===== config.mk =====
export PLATFORM = sky130hd
export DESIGN_NAME = barrido_display_4dig
export DESIGN_NICKNAME = d
export VERILOG_FILES = /design/src/rtl/barrido_display_4dig.sv
export SDC_FILE = /design/constraint.sdc
export NUM_CORES = 1
export LEC_CHECK = 0
export CAP_MARGIN = 10
export CORE_ASPECT_RATIO = 1.1
export CORE_MARGIN = 10
export CORE_UTILIZATION = 35
export CTS_BUF_LIST = sky130_fd_sc_hd__clkbuf_8
export DETAILED_ROUTE_END_ITERATION = 12
export PLACE_DENSITY = 0.59
export SLEW_MARGIN = 20
export SYNTH_ARGS = -nofsm -noshare
export SYNTH_HDL_FRONTEND = slang
export SYNTH_SLANG_ARGS = --single-unit
export TNS_END_PERCENT = 50

===== constraint.sdc =====
create_clock -name clk -period 3.2 [get_ports clk]
set_clock_uncertainty 0.1 [all_clocks]
set_input_delay 0.64 -clock clk [delete_from_list [all_inputs] [get_ports clk]]
set_output_delay 0.64 -clock clk [all_outputs]
set_load 0.01 [all_outputs]

===== src/rtl/barrido_display_4dig.sv =====
// Four-digit common-anode scan driver: frame-synchronous shadow register, per-slot blanking.
// Optional LEADING_ZERO_BLANK_EN keeps leading zero digits (other than digit 0) dark.
module barrido_display_4dig #(
  parameter int REFRESH_DIV      = 50000,
  parameter int BLANK_CYCLES     = 2,
  parameter bit ANODE_ACTIVE_LOW = 1'b1
) (
  input  logic        clk,
  input  logic        rst_n,
  input  logic        enable,
  input  logic [15:0] valor,
  input  logic        load,
  output logic [3:0]  Binario,
  output logic [3:0]  anodos,
  output logic [1:0]  digito_idx,
  output logic        frame_start
);
  localparam int PW = (REFRESH_DIV > 2) ? $clog2(REFRESH_DIV) : 1;
  localparam int BW = $clog2(BLANK_CYCLES + 2);
  localparam logic [PW-1:0] PMAX   = PW'(REFRESH_DIV - 1);
  localparam logic [BW-1:0] BLOAD  = BW'(BLANK_CYCLES);
  localparam logic [3:0]    AN_OFF = ANODE_ACTIVE_LOW ? 4'hF : 4'h0;

  typedef enum logic [1:0] {BLANCO, MOSTRAR, DETENIDO} state_t;

  state_t        state_q, state_d;
  logic [PW-1:0] presc_q, presc_d;
  logic [BW-1:0] blank_q, blank_d;
  logic [1:0]    idx_q, idx_d;
  logic [15:0]   shadow_q, shadow_d, pend_q, pend_d;
  logic          pv_q, pv_d, fs_q, fs_d;
  logic [3:0]    bin_q, bin_d, an_q, an_d, on_d;
  logic          tick, wrap;

  always_comb begin
    state_d  = state_q;
    presc_d  = presc_q;
    blank_d  = blank_q;
    idx_d    = idx_q;
    shadow_d = shadow_q;
    pend_d   = pend_q;
    pv_d     = pv_q;
    fs_d     = 1'b0;
    bin_d    = bin_q;
    tick     = enable && (presc_q == PMAX);
    wrap     = tick && (idx_q == 2'd3);

    // A load on the wrap edge bypasses pending and goes straight to shadow.
    if (load && !wrap) begin
      pend_d = valor;
      pv_d   = 1'b1;
    end

    if (!enable) begin
      state_d = DETENIDO;
    end else begin
      presc_d = tick ? '0 : presc_q + 1'b1;
      if (tick || state_q == DETENIDO) begin
        if (BLANK_CYCLES == 0) state_d = MOSTRAR;
        else begin
          state_d = BLANCO;
          blank_d = BLOAD;
        end
      end else if (state_q == BLANCO) begin
        if (blank_q <= BW'(1)) state_d = MOSTRAR;
        else                   blank_d = blank_q - 1'b1;
      end
      if (tick) begin
        idx_d = idx_q + 2'd1;
        if (wrap) begin
          if (load) begin
            shadow_d = valor;
            pv_d     = 1'b0;
            fs_d     = 1'b1;
          end else if (pv_q) begin
            shadow_d = pend_q;
            pv_d     = 1'b0;
            fs_d     = 1'b1;
          end
        end
        bin_d = shadow_d[{idx_d, 2'b00} +: 4];
      end
    end

    on_d = (state_d == MOSTRAR) ? (4'b0001 << idx_d) : 4'b0000;
`ifdef LEADING_ZERO_BLANK_EN
    if (idx_d != 2'd0 && (shadow_d >> {idx_d, 2'b00}) == 16'h0) on_d = 4'b0000;
`endif
    an_d = on_d ^ AN_OFF;
  end

  always_ff @(posedge clk or negedge rst_n) begin
    if (!rst_n) begin
      state_q  <= BLANCO;
      presc_q  <= '0;
      blank_q  <= BLOAD;
      idx_q    <= 2'd0;
      shadow_q <= 16'h0;
      pend_q   <= 16'h0;
      pv_q     <= 1'b0;
      fs_q     <= 1'b0;
      bin_q    <= 4'h0;
      an_q     <= AN_OFF;
    end else begin
      state_q  <= state_d;
      presc_q  <= presc_d;
      blank_q  <= blank_d;
      idx_q    <= idx_d;
      shadow_q <= shadow_d;
      pend_q   <= pend_d;
      pv_q     <= pv_d;
      fs_q     <= fs_d;
      bin_q    <= bin_d;
      an_q     <= an_d;
    end
  end

  assign Binario     = bin_q;
  assign anodos      = an_q;
  assign digito_idx  = idx_q;
  assign frame_start = fs_q;
endmodule


-- Word-level counts from Yosys, hierarchy flattened
Index checks and enable logic that the tools add are counted.
- output and inout bits: 11
- register bits after elaboration: 64
- $add $sub $neg: 3
- eq/ne operators: 5
- shift operators: 2
- muxes and demuxes: 27
- bitwise gates (word level): 1
- reductions and logical operators: 9
- $lt $le $gt $ge: 1
- operator list (operator ; count):
    $mux W16 ; 6
    $mux W2 ; 9
    $add A16 B1 Y16 const B ; 1
    $eq A16 B16 Y1 const B ; 1
    $shiftx A16 B5 Y4 ; 1
    $mux W1 ; 11
    $eq A2 B2 Y1 const B ; 2
    $mux W4 ; 1
    $not A4 Y4 ; 1
    $shl A1 B2 Y4 const A ; 1
    $logic_and A1 B1 Y1 ; 3
    $reduce_and A3 Y1 ; 1
    $add A2 B1 Y2 const B ; 1
    $eq A2 B1 Y1 const B ; 1
    $le A2 B1 Y1 const B ; 1
    $logic_not A2 Y1 ; 1
    $ne A2 B2 Y1 const B ; 1
    $reduce_and A2 Y1 ; 1
    $reduce_bool A2 Y1 ; 1
    $sub A2 B1 Y2 const B ; 1
    $logic_not A1 Y1 ; 1
    $logic_or A1 B1 Y1 ; 1

-- Longest topological paths before layout
- depth in word-level cells: 11
- depth in mapped cells: 9

-- Worst setup path after synthesis
Ideal clock, no wire load.
- path kind: input to register
- start: input port load
- end: register bin_q[3], in the netlist Binario[3]
- stages: 7
- data arrival time: 2.053 ns
- slack: 0.925 ns
- cell sequence: clkbuf_1 -> nor2_1 -> or3_1 -> buf_6 -> o2bb2ai_2 -> or2_0 -> a32o_1
- longest elaborated chain between the ends: 5
- RTL lines (element ; RTL line ; source):
    start: declaration ; 12 ; input logic load,
    $mux W16 ; 71 ; if (load) begin
    $mux W16 ; 70 ; if (wrap) begin
    $mux W16 ; 68 ; if (tick) begin
    $mux W16 ; 54 ; if (!enable) begin
    $shiftx A16 B5 Y4 ; 81 ; bin_d = shadow_d[{idx_d, 2'b00} +: 4];
    end signal: assignment ; 113 ; bin_q <= bin_d;
    end: declaration ; 32 ; logic [3:0] bin_q, bin_d, an_q, an_d, on_d;
No other way between the ends. The select of a mux whose other input is x is not followed.
A chain may end at the register's enable or synchronous reset.

-- Worst setup path in the final report
- start: register presc_q[4]
- end: register bin_q[3], in the netlist Binario[3]
- longest elaborated chain between the ends: 7
- RTL lines (element ; RTL line ; source):
    start: declaration ; 27 ; logic [PW-1:0] presc_q, presc_d;
    start signal: assignment ; 106 ; presc_q <= presc_d;
    $eq A16 B16 Y1 * ; 45 ; tick = enable && (presc_q == PMAX);
    $logic_and A1 B1 Y1 * ; 45 ;
    $logic_and A1 B1 Y1 ; 46 ; wrap = tick && (idx_q == 2'd3);
    $mux W16 ; 70 ;
    $mux W16 ; 68 ;
    $mux W16 ; 54 ;
    $shiftx A16 B5 Y4 ; 81 ;
Every way passes the cells marked *; elsewhere a longest branch is shown, timed or not. The select of a mux whose other input is x is not followed.

==> results.txt <==
----------------------------------------------------
[Final layout]
  Area growth, synth to finish ... 22.0%
  Fraction of final layout cells sized beyond drive strength 1 ... 16.1%
  Commonest non-fill, non-tap cells in the layout ... sky130_fd_sc_hd__dfrtp_1 (59), sky130_fd_sc_hd__nor2_1 (31), sky130_fd_sc_hd__clkdlybuf4s50_1 (29)
  FF+latch area ... 1610 sq um
  Final antenna diode count ... 0
  Most common cell after layout, fill and taps aside ... sky130_fd_sc_hd__dfrtp_1
  Area of the multi-input gates ... 1480 sq um
  NumNets Final ... approximately 370
  Layout filler cell count ... 857

[STA]
  Final-report hold violation count ... 0
  Fin worst setup slack ... 0.566 ns
  Setup-violating endpoint count in the final report ... 0
  Number of max-slew violations in the final report ... 0
  Worst hold slack ... 0.202 ns
  Max-Slew Margin vs Limit ... between 50% and 60%
  Shortest period the worst path allows ... 2.63 ns
  Setup TNS ... 0 ns
  Setup repair after global routing missed its margin ... false
  Highest attainable clock frequency ... ~380 MHz
  Transition time of the tightest slew-check pin ... about 0.63 ns
  Portion of the clock cycle consumed by the worst path in the final layout ... 82.3%

[CTS]
  CTS root buf ... sky130_fd_sc_hd__clkbuf_8
  Number of buffers created by CTS ... 9
  Maximum clock path buffer count ... 2
  Number of setup buffers added after CTS ... 0
  Reg clk slew, reported paths ... approximately 0.070 ns
  Clock sink count ... 64
  Maximum level of the CTS H-tree ... 3
  Number of buffers inserted for hold repair after clock tree synthesis ... 0
  Clk_lat worst skew ... about 0.34 ns
  Post-cts sizing count ... 0
  TritonCTS clock tree ... built

[Yosys]
  Net Count, Synth ... roughly 340
  Count of state elements after synthesis ... 64
  Sequential-to-total area share from yosys stat ... ~50%
  Cell type with the highest aggregate area in the netlist ... sky130_fd_sc_hd__dfrtp_1
  Portion of synthesized cell area occupied by the leading cell type ... 46.1%
  Cells taking the most area after synthesis ... sky130_fd_sc_hd__dfrtp_1 (46%), sky130_fd_sc_hd__mux2_2 (6.7%), sky130_fd_sc_hd__dfstp_2 (4.1%)
  Most used DFF post-synth ... sky130_fd_sc_hd__dfrtp_1
  Number of enable flip-flop cells after synthesis ... 0
  Synthesized area per cell ... 10.3 sq um
  Cells after synthesis ... 312
  Post-Synthesis Cell Area ... 3200 sq um
  Fraction of registers with async set or reset after synthesis ... between 90% and 100%
  Count of distinct cell types in the synthesized netlist ... 56
  YS warnings ... 0

[Die]
  Number of cell rows ... 36
  Overall die width ... around 110 um
  Core area ... 8920 sq um
  Full die area ... between 10000 and 15000 sq um
  Ports ... 31
  Die height ... 120 um
  Starting density of the core ... 35.9%

[Power]
  Relative contribution of sequential cells to total power ... between 40% and 50%
  Share of power burned in combinational logic ... 13.3%
  Static Leakage ... 1.71 nW
  Switch Pwr ... 0.000529 W
  Peak supply drop ... slightly above 300 uV
  Total power divided by cell area ... 545 nW/um^2
  Sw frac ... 24.8%
  Internal power ... 0.00160 W
  Clock group share of total power ... about 40%

[GRT]
  M2 GR Usage ... around a fifth
  Initial antenna violation count ... 0
  Met3 Track Usage GR ... 3.51%
  Maximum number of pins on one net before global-route repair ... 28
  Routing layer with the top usage in global route ... met2
  Global-route wire length before repair ... around 13000 um
  GR Util met1 ... 14.7%
  Vias in the first global route ... 2589
  GRT Util Overall ... 11.9%
  Global route total overflow ... 0

[Flow run]
  Max Cap Violations ... 0

[Setup path]
  CP Capture Type ... flip-flop
  Type of element launching the critical path ... flip-flop
  Worst reg2reg endpoint ... Binario[3]$_DFFE_PN0P_
  Endpoint required time on the critical path ... between 3 and 4 ns
  Worst r2r src ... presc_q[4]$_DFFE_PN0P_
  Maximum fanout along the worst path ... 15
  Crit. Startpoint ... presc_q[4]$_DFFE_PN0P_
  Type of the worst setup path ... flip-flop to flip-flop
  Worst stage delay on the critical path ... 0.60 ns
  CP cell instances ... nor4_4 -> nand3b_2 -> or3_1 -> o2bb2ai_2 -> or2_0 -> a32o_1
  Register-to-register path setup slack ... 0.57 ns
  Cell depth of the worst flop-to-flop path ... 6
  Slowest stage cell on the critical path ... sky130_fd_sc_hd__or3_1
  Critical path data arrival time ... between 2 and 3 ns

[Route]
  Total wire length ... 7650 um
  Mean number of vias per cell ... 5.22
  First drt pass iteration count ... 4
  Antenna Nets Post-Route ... 0
  Post-DR wirelength/cell ... 16.4 um
  Initial drt markers ... 60
  Routed via count ... between 2000 and 2500
  DR DRC count ... 0

[Run status]
  Result of the run ... finished, final reports clean

[Placement]
  Number of port buffers ... 30
  Weighted congestion at the end of routability-driven global placement ... ~0.86
  DP Worst Slack ... 0.265 ns
  Detailed Place HPWL ... about 5700 um

[Worst hold path]
  Worst hold-check path type ... primary input to async pin

----------------------------------------------------
==> cell usage after synthesis (3+ instances only) <==
cell type                   number
sky130_fd_sc_hd__a211oi_1        5
sky130_fd_sc_hd__a21o_1          3
sky130_fd_sc_hd__a21oi_1         9
sky130_fd_sc_hd__a22oi_1         5
sky130_fd_sc_hd__a41oi_1         4
sky130_fd_sc_hd__and2_1          4
sky130_fd_sc_hd__and3_1          3
sky130_fd_sc_hd__and4_1          3
sky130_fd_sc_hd__clkbuf_1       13
sky130_fd_sc_hd__dfrtp_1        59
sky130_fd_sc_hd__dfstp_2         5
sky130_fd_sc_hd__ha_1            3
sky130_fd_sc_hd__inv_1          10
sky130_fd_sc_hd__mux2_2         19
sky130_fd_sc_hd__nand2_1        27
sky130_fd_sc_hd__nand2b_1        6
sky130_fd_sc_hd__nand3_1        12
sky130_fd_sc_hd__nand4_1         7
sky130_fd_sc_hd__nor2_1         31
sky130_fd_sc_hd__nor2b_1         3
sky130_fd_sc_hd__nor3_1          4
sky130_fd_sc_hd__nor4_1          3
sky130_fd_sc_hd__o2111ai_1       4
sky130_fd_sc_hd__o21ai_0        11
sky130_fd_sc_hd__o2bb2ai_1       4
sky130_fd_sc_hd__o32ai_1         3
sky130_fd_sc_hd__or3_1           3
sky130_fd_sc_hd__xnor2_1         7
sky130_fd_sc_hd__xor2_1          8
==> cell type report <==
class	instances	share of cell area (%)
sequential	64	41.1
multi-input combinational	220	37.9
timing repair buffer	41	9.67
clock buffer	11	3.87
tap	114	3.65
clock inverter	5	2.63
inverter	12	1.15
==> worst max-delay path by stage <==
stage / to / slack (ns) / cells after the start
2_1_floorplan: Binario[3]$_DFFE_PN0P_ / 0.93 / 7
3_3_place_gp: Binario[3]$_DFFE_PN0P_ / 0.25 / 7
3_5_place_dp: Binario[3]$_DFFE_PN0P_ / 0.26 / 7
4_1_cts: Binario[3]$_DFFE_PN0P_ / 0.57 / 6
5_1_grt: Binario[3]$_DFFE_PN0P_ / 0.40 / 7
6_report: Binario[3]$_DFFE_PN0P_ / 0.57 / 6
==> power groups by stage <==
stage                     Sequential, W  Clock, W  Combinational, W
after floorplan                0.000967         0          0.000200
after global placement         0.000987         0          0.000278
after detailed placement       0.000987         0          0.000287
after CTS                      0.000973  0.000891          0.000289
after global routing           0.000987  0.000933          0.000329
final                          0.000973  0.000872          0.000284
==> logic make-up (layout without fill, tap and decap cells) <==
kind of cell               after synthesis  after routing  share of synthesized area, %
AOI/OAI and AO/OA                       64             64                          14.5
xor gates and xnor gates                15             15                          4.10
adders and majority gates                3              3                          1.17
buffers and inverters                   28             69                          3.59
DFF                                     64             64                          50.2
muxes                                   21             21                          7.30
and+or+nand+nor                        117            117                          19.2
==> through the flow <==
step	std cells	utilization, %	instance area [sq um]	total power, W
after floorplan	312	-	3200	0.00117
after global placement	451	41.0	3650	0.00126
after detailed placement	451	41.0	3650	0.00127
after CTS	467	43.8	3910	0.00215
after global routing	467	43.8	3910	0.00225
final	467	43.8	3910	0.00213
==> metal layers <==
metal  wire, um  part of all wire, %
met3        339                  4.4
met4        118                  1.5
met2       3670                   48
met1       3520                   46
met5          0                    0
==> flip-flops by register name, summed over array words and instances, names as in the netlist <==
register     flops
shadow_q        16
pend_q          16
blank_q          2
state_q          2
frame_start      1
digito_idx       2
Binario          4
pv_q             1
presc_q         16
anodos           4
==> worst max-delay path: cells and delay by family (launching register included) <==
family           cells  cell delay (ns)
flip-flops           1             0.44
AND/OR/NAND/NOR      4             1.54
AO/OA/AOI/OAI        2             0.44
(Power assumes the default switching activity.)
